$ cat src/rtl/ctrl_pkg.sv
// Shared constants for the hardwired control unit: T-state encoding, opcodes,
// ALU codes, Datapath enable/bus bit positions and IR field positions.
package ctrl_pkg;

    localparam logic [3:0] StIdle = 4'd0;
    localparam logic [3:0] StT0   = 4'd1;
    localparam logic [3:0] StT1   = 4'd2;
    localparam logic [3:0] StT2   = 4'd3;
    localparam logic [3:0] StT3   = 4'd4;
    localparam logic [3:0] StT4   = 4'd5;
    localparam logic [3:0] StT5   = 4'd6;
    localparam logic [3:0] StT6   = 4'd7;
    localparam logic [3:0] StHalt = 4'd8;

    localparam logic [4:0] OpAdd  = 5'b00011;
    localparam logic [4:0] OpSub  = 5'b00100;
    localparam logic [4:0] OpAnd  = 5'b00101;
    localparam logic [4:0] OpOr   = 5'b00110;
    localparam logic [4:0] OpMul  = 5'b01111;
    localparam logic [4:0] OpDiv  = 5'b10000;
    localparam logic [4:0] OpHalt = 5'b11011;

    localparam logic [3:0] AluAdd = 4'd3;
    localparam logic [3:0] AluSub = 4'd4;
    localparam logic [3:0] AluAnd = 4'd5;
    localparam logic [3:0] AluOr  = 4'd6;
    localparam logic [3:0] AluMul = 4'd12;
    localparam logic [3:0] AluDiv = 4'd13;

    localparam int unsigned EnHi    = 16;
    localparam int unsigned EnLo    = 17;
    localparam int unsigned EnPcInc = 20;
    localparam int unsigned EnMdr   = 21;
    localparam int unsigned EnIr    = 23;
    localparam int unsigned EnZ     = 24;
    localparam int unsigned EnMar   = 25;
    localparam int unsigned EnY     = 27;

    localparam int unsigned BusZhigh = 18;
    localparam int unsigned BusZlow  = 19;
    localparam int unsigned BusPc    = 20;
    localparam int unsigned BusMdr   = 21;

    localparam int unsigned IrOpLsb = 27;
    localparam int unsigned IrRaLsb = 23;
    localparam int unsigned IrRbLsb = 19;
    localparam int unsigned IrRcLsb = 15;

    typedef enum logic [1:0] {KindAlu, KindMulDiv, KindHalt, KindBad} op_kind_e;

    function automatic op_kind_e op_kind(input logic [4:0] op);
        case (op)
            OpAdd, OpSub, OpAnd, OpOr: return KindAlu;
            OpMul, OpDiv:              return KindMulDiv;
            OpHalt:                    return KindHalt;
            default:                   return KindBad;
        endcase
    endfunction

    function automatic logic [3:0] alu_code(input logic [4:0] op);
        case (op)
            OpAdd:   return AluAdd;
            OpSub:   return AluSub;
            OpAnd:   return AluAnd;
            OpOr:    return AluOr;
            OpMul:   return AluMul;
            OpDiv:   return AluDiv;
            default: return 4'd0;
        endcase
    endfunction

endpackage

$ cat src/rtl/ctrl_decode.sv
// Combinational output decode: (T-state, IR) -> Datapath enables, bus select,
// ALU operation and memory read strobe.
module ctrl_decode
    import ctrl_pkg::*;
#(
    parameter int unsigned ALU_W = 4
) (
    input  logic [3:0]       state,
    input  logic [31:0]      ir,
    output logic [31:0]      enable,
    output logic [31:0]      busSelect,
    output logic [ALU_W-1:0] Control_Signals,
    output logic             MR_Read
);

    logic [4:0] op;
    logic [3:0] ra;
    logic [3:0] rb;
    logic [3:0] rc;
    op_kind_e   kind;
    logic       exec_op;
    logic       unused_ir;

    assign op        = ir[IrOpLsb +: 5];
    assign ra        = ir[IrRaLsb +: 4];
    assign rb        = ir[IrRbLsb +: 4];
    assign rc        = ir[IrRcLsb +: 4];
    assign kind      = op_kind(op);
    assign exec_op   = (kind == KindAlu) || (kind == KindMulDiv);
    assign unused_ir = ^ir[IrRcLsb-1:0];

    always_comb begin
        enable          = '0;
        busSelect       = '0;
        Control_Signals = '0;
        MR_Read         = 1'b0;
        case (state)
            StT0: begin
                busSelect[BusPc] = 1'b1;
                enable[EnMar]    = 1'b1;
                enable[EnPcInc]  = 1'b1;
            end
            StT1: begin
                MR_Read       = 1'b1;
                enable[EnMdr] = 1'b1;
            end
            StT2: begin
                busSelect[BusMdr] = 1'b1;
                enable[EnIr]      = 1'b1;
            end
            StT3: begin
                // Y takes the first operand: rb for ALU ops, ra for MUL/DIV.
                if (exec_op) begin
                    enable[EnY] = 1'b1;
                    busSelect[(kind == KindAlu) ? rb : ra] = 1'b1;
                end
            end
            StT4: begin
                if (exec_op) begin
                    enable[EnZ]     = 1'b1;
                    Control_Signals = ALU_W'(alu_code(op));
                    busSelect[(kind == KindAlu) ? rc : rb] = 1'b1;
                end
            end
            StT5: begin
                if (exec_op) begin
                    busSelect[BusZlow] = 1'b1;
                    if (kind == KindAlu) begin
                        enable[ra] = 1'b1;
                    end else begin
                        enable[EnLo] = 1'b1;
                    end
                end
            end
            StT6: begin
                busSelect[BusZhigh] = 1'b1;
                enable[EnHi]        = 1'b1;
            end
            default: ;
        endcase
    end

endmodule

$ cat src/rtl/ctrl_sequencer.sv
// Hardwired T-state control unit: fetch (T0-T2) then execute R-format ALU ops
// and the two-result MUL/DIV ops, driving the Datapath control inputs.
module ctrl_sequencer
    import ctrl_pkg::*;
#(
    parameter int unsigned ALU_W         = 4,
    parameter int unsigned FETCH_TIMEOUT = 15
) (
    input  logic             clk,
    input  logic             clr,
    input  logic             run,
    input  logic [31:0]      ir,
    input  logic             mem_ready,
    output logic [31:0]      enable,
    output logic [31:0]      busSelect,
    output logic [ALU_W-1:0] Control_Signals,
    output logic             MR_Read,
    output logic             busy,
    output logic             instr_done,
    output logic             illegal
);

    localparam int unsigned     CntW    = $clog2(FETCH_TIMEOUT + 1);
    localparam logic [CntW-1:0] CntLast = CntW'(FETCH_TIMEOUT - 1);

    logic [3:0]      state_q, state_d;
    logic [CntW-1:0] cnt_q, cnt_d;
    logic            illegal_q, illegal_d;
    logic [3:0]      after_done;
    op_kind_e        kind;

    assign kind       = op_kind(ir[IrOpLsb +: 5]);
    assign after_done = run ? StT0 : StIdle;

    always_comb begin
        state_d    = state_q;
        cnt_d      = cnt_q;
        illegal_d  = illegal_q;
        instr_done = 1'b0;
        case (state_q)
            StIdle: if (run) state_d = StT0;
            StT0: begin
                cnt_d   = '0;
                state_d = StT1;
            end
            StT1: begin
                // The final wait cycle aborts the fetch unless memory answers in it.
                if (mem_ready) begin
                    state_d = StT2;
                end else if (cnt_q == CntLast) begin
                    illegal_d = 1'b1;
                    state_d   = StIdle;
                end else begin
                    cnt_d = cnt_q + 1'b1;
                end
            end
            StT2: state_d = StT3;
            StT3: begin
                case (kind)
                    KindHalt: begin
                        instr_done = 1'b1;
                        state_d    = StHalt;
                    end
                    KindBad: begin
                        instr_done = 1'b1;
                        illegal_d  = 1'b1;
                        state_d    = after_done;
                    end
                    default: state_d = StT4;
                endcase
            end
            StT4: state_d = StT5;
            StT5: begin
                if (kind == KindMulDiv) begin
                    state_d = StT6;
                end else begin
                    instr_done = 1'b1;
                    state_d    = after_done;
                end
            end
            StT6: begin
                instr_done = 1'b1;
                state_d    = after_done;
            end
            StHalt: state_d = StHalt;
            default: state_d = StIdle;
        endcase
    end

    always_ff @(posedge clk) begin
        if (clr) begin
            state_q   <= StIdle;
            cnt_q     <= '0;
            illegal_q <= 1'b0;
        end else begin
            state_q   <= state_d;
            cnt_q     <= cnt_d;
            illegal_q <= illegal_d;
        end
    end

    ctrl_decode #(
        .ALU_W(ALU_W)
    ) u_decode (
        .state          (state_q),
        .ir             (ir),
        .enable         (enable),
        .busSelect      (busSelect),
        .Control_Signals(Control_Signals),
        .MR_Read        (MR_Read)
    );

    assign busy    = (state_q != StIdle) && (state_q != StHalt);
    assign illegal = illegal_q;

endmodule

$ cat config.mk
export PLATFORM = sky130hd
export DESIGN_NAME = ctrl_sequencer
export DESIGN_NICKNAME = d
export VERILOG_FILES = /design/src/rtl/ctrl_pkg.sv /design/src/rtl/ctrl_decode.sv /design/src/rtl/ctrl_sequencer.sv
export SDC_FILE = /design/constraint.sdc
export NUM_CORES = 1
export LEC_CHECK = 0
export ABC_CLOCK_PERIOD_IN_PS = 6700
export CAP_MARGIN = 10
export CORE_ASPECT_RATIO = 0.7
export CORE_MARGIN = 10
export CORE_UTILIZATION = 39
export DETAILED_ROUTE_END_ITERATION = 10
export PLACE_DENSITY = 0.89
export SETUP_SLACK_MARGIN = 0.15
export SLEW_MARGIN = 25
export SYNTH_ARGS = -nofsm -noshare
export SYNTH_HDL_FRONTEND = slang
export SYNTH_SLANG_ARGS = --single-unit
$ cat constraint.sdc
create_clock -name clk -period 6.7 [get_ports clk]
set_input_delay 1.34 -clock clk [delete_from_list [all_inputs] [get_ports clk]]
set_output_delay 1.34 -clock clk [all_outputs]
set_load 0.01 [all_outputs]
==> summary.txt, run 1 <==
Overall Power: 272 uW
#FFs+latches synth: 9
R2r setup slk: 4850 ps
Clock buffer depth: 2
Worst vdd rail ir drop: 0.0830 mV
Routed Antenna Nets: 0
Mapped Avg Cell Area: 6.50 sq um
Hold buffer count at cts: 0
First-pass GRT wire length: 9000 microns
Placed inst area: 0.00221 sq mm
N_diodes: 0
Drt drc: 0
CTS tree: yes
Seq/Total Area, Yosys: 0.113
Final min period: 5580 ps
Hold Path Cell Cnt: 2
Commonest cells after routing, fill and taps aside: clkdlybuf4s50_1, nor2_1, conb_1, a31oi_1, o22ai_1
Startpoint types: input pin
PortBufs: 72
Post-Syn Area: 0.00159 sq mm
Slew HR: 0.517
Vias in the first global route: 1775
CP max FO: 19
Leakage: 0.000806 uW
R2r worst-path depth: 5
CP Data Arrival Time: 4240 ps
Pwr per Cell Area: 121 mW/mm^2
Final instance area: 0.00225 sq mm
I/O pin cnt: 108
Clock sink total: 9
Routed WL: 5920 microns
Fin. max-slew vios: 0
Die height: 73.4 microns
Worst Max-Slew Pin Slew: 725 ps
CP Capture Type: primary output
Distinct cells, synth: 52
Post-DP HPWL: 4770 microns
Grt ovf: 0
Setup violators final: 0
CP Data Required Time: 5360 ps
Post-Syn Instances: 245
Fillers: 388
Worst hold endpoint: cnt_q[3]
Unrepaired setup endpoints after global routing: no
Die X: 96.4 microns
Top FF cell, synth: dfxtp_1
Die footprint: 0.00708 sq mm
Setup bufs post-CTS: 0
Outcome: finished clean
Max-cap violation count: 0
Htree depth: 1
Std cell rows: 19
Placer Congestion: 0.885
Core Box Area: 0.00392 sq mm
# nets final: 345
WL per Instance: 16.5 microns
Root Buffer Master: clkbuf_8
CTS resizes: 0
Synthesis warning total: 0
DR iter-0 viols: 139
EDFF count, synth: 0
Most common cell after layout, fill and taps aside: clkdlybuf4s50_1
Reg clk slew, reported paths: 40 ps
Total iterations of the first detailed-routing run: 5
Fin crit share: 0.833
HP Start: cnt_q[3]
Hold Crit Class: register to register
Worst-Skew Late Latency: 240 ps
GRT Util Overall: 0.156
Pin count of the biggest net entering global routing: 23
Initial antenna violation count: 0
Final hold violations: 0
Asr flop ratio synth: 0
Maximum clock rate: 179 MHz
DR vias: 2021
Final core occ: 0.575
Setup CP Type: input pin to primary output
Worst r2r src: state_q[1]
P&R area growth vs syn: 41.7%
Num CTS Buffers: 3
Clk_skew: 0.458 ps
Setup TNS Final: 0 ps
Proportion of layout cells with a drive suffix above 1: 0.0556
Initial core utilization: 0.406
Via density: 5.65
FF-to-FF End: cnt_q[3]
## per-layer routing
| layer | routed length (microns) | vias to the layer above | GRT usage |
|---|---|---|---|
| li1 | - | 962 | - |
| met1 | 2530 | 967 | 0.201 |
| met2 | 2850 | 83 | 0.258 |
| met3 | 462 | 9 | 0.0305 |
| met4 | 85 | 0 | 0.0450 |
| met5 | 0 | - | 0 |
## kinds of logic (layout without fill, tap and decap cells)
family,count (synthesis),after routing,share of synthesized area
AO/OA/AOI/OAI,60,60,0.245
XOR/XNOR,5,5,0.0275
adder cells (fa/ha/maj),2,2,0.0157
buffers and inverters,44,86,0.174
flip-flops,9,9,0.113
multiplexers,1,1,0.00629
other,1,20,0.00236
AND/OR/NAND/NOR,123,123,0.417
## sequential cells by signal (all words and copies together) (netlist names)
| register | cells |
|---|---|
| cnt_q | 4 |
| illegal | 1 |
| state_q | 4 |
## how the worst max path moves through the flow
stage | depth (start not counted) | end | slack (ps) | from
after floorplan | 9 | busSelect[9] | 2500 | ir[29]
after global placement | 7 | busSelect[10] | 1290 | ir[29]
after detailed placement | 7 | busSelect[8] | 1160 | ir[29]
after CTS | 7 | busSelect[8] | 1170 | ir[29]
after global routing | 7 | busSelect[10] | 910 | ir[29]
final | 7 | busSelect[10] | 1120 | ir[29]
## critical path, cell delays in order
cell and delay, ps:
clkdlybuf4s50_1 680, a21boi_0 350, o21ai_2 280, o32ai_1 640, nand3_1 140, a22oi_1 220
clkdlybuf4s50_1 580
## synthesized netlist by cell type, drive strengths merged (2+ instances only)
cell	number	area (sq um)
buf	29	220
nand2b	8	50.1
a21oi	12	71.3
ha	2	25.0
a31oi	13	81.3
nor4b	2	17.5
and3	2	12.5
xor2	4	35.0
nand3	9	45.0
nand2	12	55.1
or4b	2	23.8
nor2	48	180
nor3b	4	30.0
or3	5	31.3
nand4b	2	17.5
nor2b	7	51.3
nor3	7	35.0
or3b	2	17.5
dfxtp	9	180
o22ai	13	81.3
or2	2	12.5
o21ai	13	68.8
nand3b	2	15.0
o32ai	2	17.5
and2	2	12.5
nand4	4	25.0
clkbuf	5	18.8
inv	10	37.5
## final cells by class
class / instances / area [sq um] / share of cell area
Multi-Input combinational cell: 211 / 1210 / 0.535
Timing Repair Buffer: 72 / 721 / 0.320
Sequential cell: 9 / 180 / 0.0799
Tap cell: 52 / 65.1 / 0.0289
Clock buffer: 4 / 45.0 / 0.0200
Inverter: 10 / 37.5 / 0.0166
## where the power goes
part | switching [uW] | total, uW | internal [uW]
combinational | 74.7 | 140 | 65.1
sequential | 9.90 | 68.5 | 58.6
clock | 22.4 | 63.9 | 41.5
total | 107 | 272 | 165
## metrics by stage
step	cells	worst slack (ps)	hold WS (ps)
after floorplan	264	2500	472
after global placement	354	1290	490
after detailed placement	354	1160	508
after CTS	358	1170	519
after global routing	358	906	579
final	358	1120	513
Note: power is estimated with default switching activity, not from simulation.
==> run 2: changes to the inputs <==
--- a/config.mk
+++ b/config.mk
@@ -5,13 +5,13 @@
 export SDC_FILE = /design/constraint.sdc
 export NUM_CORES = 1
 export LEC_CHECK = 0
-export ABC_CLOCK_PERIOD_IN_PS = 6700
+export ABC_CLOCK_PERIOD_IN_PS = 5700
 export CAP_MARGIN = 10
 export CORE_ASPECT_RATIO = 0.7
 export CORE_MARGIN = 10
-export CORE_UTILIZATION = 39
+export CORE_UTILIZATION = 36
 export DETAILED_ROUTE_END_ITERATION = 10
-export PLACE_DENSITY = 0.89
+export PLACE_DENSITY = 0.83
 export SETUP_SLACK_MARGIN = 0.15
 export SLEW_MARGIN = 25
 export SYNTH_ARGS = -nofsm -noshare
==> constraint.sdc (replaced) <==
create_clock -name clk -period 5.7 [get_ports clk]
set_input_delay 1.14 -clock clk [delete_from_list [all_inputs] [get_ports clk]]
set_output_delay 1.14 -clock clk [all_outputs]
set_load 0.01 [all_outputs]
==> run 2 against run 1 <==
  * Die area is 6.3% higher
  * Final area is 0.50% higher
  * Global-route usage is 2.3 points lower
  * Wire length is 5.8% lower
  * Sequential power is 18% higher
  * Combinational power is 16% higher
  * Non-clock buffer count is 1 higher
  * Core utilization is 4.8 points lower
  * Critical path type unchanged
  * Critical endpoint is now busSelect[15]
  * Largest cell class unchanged
==> summary.txt, run 2 (synthesized netlist as in run 1, its figures left out) <==
Final core occ: 0.526 (-0.0483)
Worst stage delay on the critical path: 670 ps (about the same)
Switch share: 0.390 (-0.00287)
Clk pwr share: 0.239 (+0.004)
Hold Crit Class: register to register
R2r setup slk: 3810 ps (-1040 ps)
Via density: 5.35 (-5.3%)
End of the critical path: busSelect[15]
I/O pin cnt: 108 (unchanged)
Max-cap violation count: 0 (unchanged)
Setup bufs post-CTS: 0 (unchanged)
Final hold violations: 0 (unchanged)
Most common cell after layout, fill and taps aside: clkdlybuf4s50_1
Comb pwr share: 0.507 (-0.007)
Routed WL: 5580 microns (-5.8%)
CP top delay family: compound AO/OA/AOI/OAI gates
Initial antenna violation count: 0 (unchanged)
N_diodes: 0 (unchanged)
R2r worst-path depth: 5 (unchanged)
Root Buffer Master: clkbuf_8
CP max FO: 22 (+3)
Die height: 75.6 microns (+3.0%)
Cells along the critical path: clkdlybuf4s50_1 > a21boi_0 > o21a_1 > nor2_1 > a31oi_1 > o22ai_1 > clkdlybuf4s50_1
FF-to-FF End: cnt_q[3]
Grt ovf: 0 (unchanged)
Clk_skew: 0.654 ps (+0.196 ps)
Worst Max-Slew Pin Slew: 738 ps (+13.0 ps)
Num CTS Buffers: 3 (unchanged)
Pwr per Cell Area: 141 mW/mm^2 (+17%)
Pin count of the biggest net entering global routing: 23 (unchanged)
Hold buffer count at cts: 0 (unchanged)
Fin. max-slew vios: 0 (unchanged)
Htree depth: 1 (unchanged)
Buf+Inv Stages, Crit Path: 2 (unchanged)
PortBufs: 72 (unchanged)
CP dominant cell by count: clkdlybuf4s50_1
Net switching power: 124 uW (+16%)
CTS resizes: 0 (unchanged)
Worst vdd rail ir drop: 0.115 mV (+38%)
CP Capture Type: primary output
Clock buffer depth: 2 (unchanged)
Reg clk slew, reported paths: 50 ps (about the same)
Slew HR: 0.508 (-0.00867)
GRT Util Overall: 0.134 (-0.0228)
Clock sink total: 9 (unchanged)
Initial core utilization: 0.370 (-0.0360)
Commonest cells after routing, fill and taps aside: clkdlybuf4s50_1, nor2_1, conb_1, a31oi_1, o22ai_1
Unrepaired setup endpoints after global routing: no
Proportion of layout cells with a drive suffix above 1: 0.0586 (+0.00308)
Worst r2r src: state_q[1]
Fillers: 418 (+7.7%)
DR vias: 1935 (-4.3%)
Setup violators final: 0 (unchanged)
Internal power: 195 uW (+18%)
Post-DP HPWL: 4590 microns (-3.8%)
Maximum clock rate: 197 MHz
Stages on worst setup path: 7 (unchanged)
Slowest CP cell: clkdlybuf4s50_1
Setup TNS Final: 0 ps (unchanged)
Routed Antenna Nets: 0 (unchanged)
Final min period: 5090 ps
First-pass GRT wire length: 8490 microns (-5.7%)
CP Data Required Time: 4560 ps (-800 ps)
WL per Instance: 15.4 microns (-6.8%)
Std cell rows: 20 (+1)
DR iter-0 viols: 200 (+44%)
P&R area growth vs syn: 42.4%
CTS tree: yes
Power share of the sequential group: 0.253 (about the same)
Critical path launch point: ir[29]
Drt drc: 0 (unchanged)
Die X: 99.5 microns (+3.2%)
Fin crit share: 0.893
Core Box Area: 0.00430 sq mm (+9.7%)
Setup CP Type: input pin to primary output
Placer Congestion: 0.938 (+6.0%)
Worst-Skew Late Latency: 240 ps (about the same)
# nets final: 346 (+0.29%)
Total iterations of the first detailed-routing run: 4 (-1)
Leakage: 0.000810 uW (+0.53%)
Startpoint types: input pin
CP Data Arrival Time: 3950 ps (-290 ps)
Die footprint: 0.00752 sq mm (+6.3%)
Vias in the first global route: 1692 (-4.7%)
Outcome: finished clean
## run 2: final cells by class
cell class | instances | area [sq um] | area share
flip-flops and latches | 9 | 180 | 0.0795
multi-input cells | 211 | 1210 | 0.532
inverters | 10 | 37.5 | 0.0166
clock buffers | 4 | 45.0 | 0.0199
repair buffers | 73 | 728 | 0.321
well taps | 55 | 68.8 | 0.0304
## run 2: power by group through the flow
stage	Clock [uW]	Combinational [uW]	Sequential, uW
CTS	78.9	161	80.3
finish	76.4	162	80.9
detailed placement	0	160	81.6
global route	82.5	177	82.4
global placement	0	157	80.6
floorplan	0	118	72.8
## run 2: worst min-delay path by stage
stage | endpoint | cells past startpoint | from
final | cnt_q[3] | 2 | cnt_q[3]
after global routing | cnt_q[3] | 2 | cnt_q[3]
after CTS | cnt_q[3] | 2 | cnt_q[3]
after detailed placement | cnt_q[3] | 2 | cnt_q[3]
after global placement | cnt_q[3] | 2 | cnt_q[3]
after floorplan | cnt_q[3] | 2 | cnt_q[3]
## run 2: tightest hold or removal path: stages (launching register included)
cell,delay [ps]
dfxtp_1,340
xor2_1,70
nor2_1,70
## run 2: per-layer routing
metal  global-route usage  vias to the layer above  routed length [microns]  part of all wire
li1                     -                      961                        -                 -
met1                0.169                      895                     2430              0.43
met2                0.225                       74                     2670              0.48
met3               0.0380                        5                      452             0.081
met4               0.0238                        0                       33            0.0059
met5                    0                        -                        0                 0
## run 2: stage by stage
| step | hold slack, ps | worst slack, ps | std cells | total power [uW] | area (sq um) |
|---|---|---|---|---|---|
| final | 509 | 612 | 362 | 319 | 2270 |
| after global routing | 538 | 406 | 362 | 342 | 2270 |
| after CTS | 513 | 650 | 362 | 320 | 2270 |
| after detailed placement | 502 | 656 | 358 | 241 | 2220 |
| after global placement | 492 | 733 | 358 | 237 | 2220 |
| after floorplan | 472 | 1900 | 264 | 190 | 1660 |
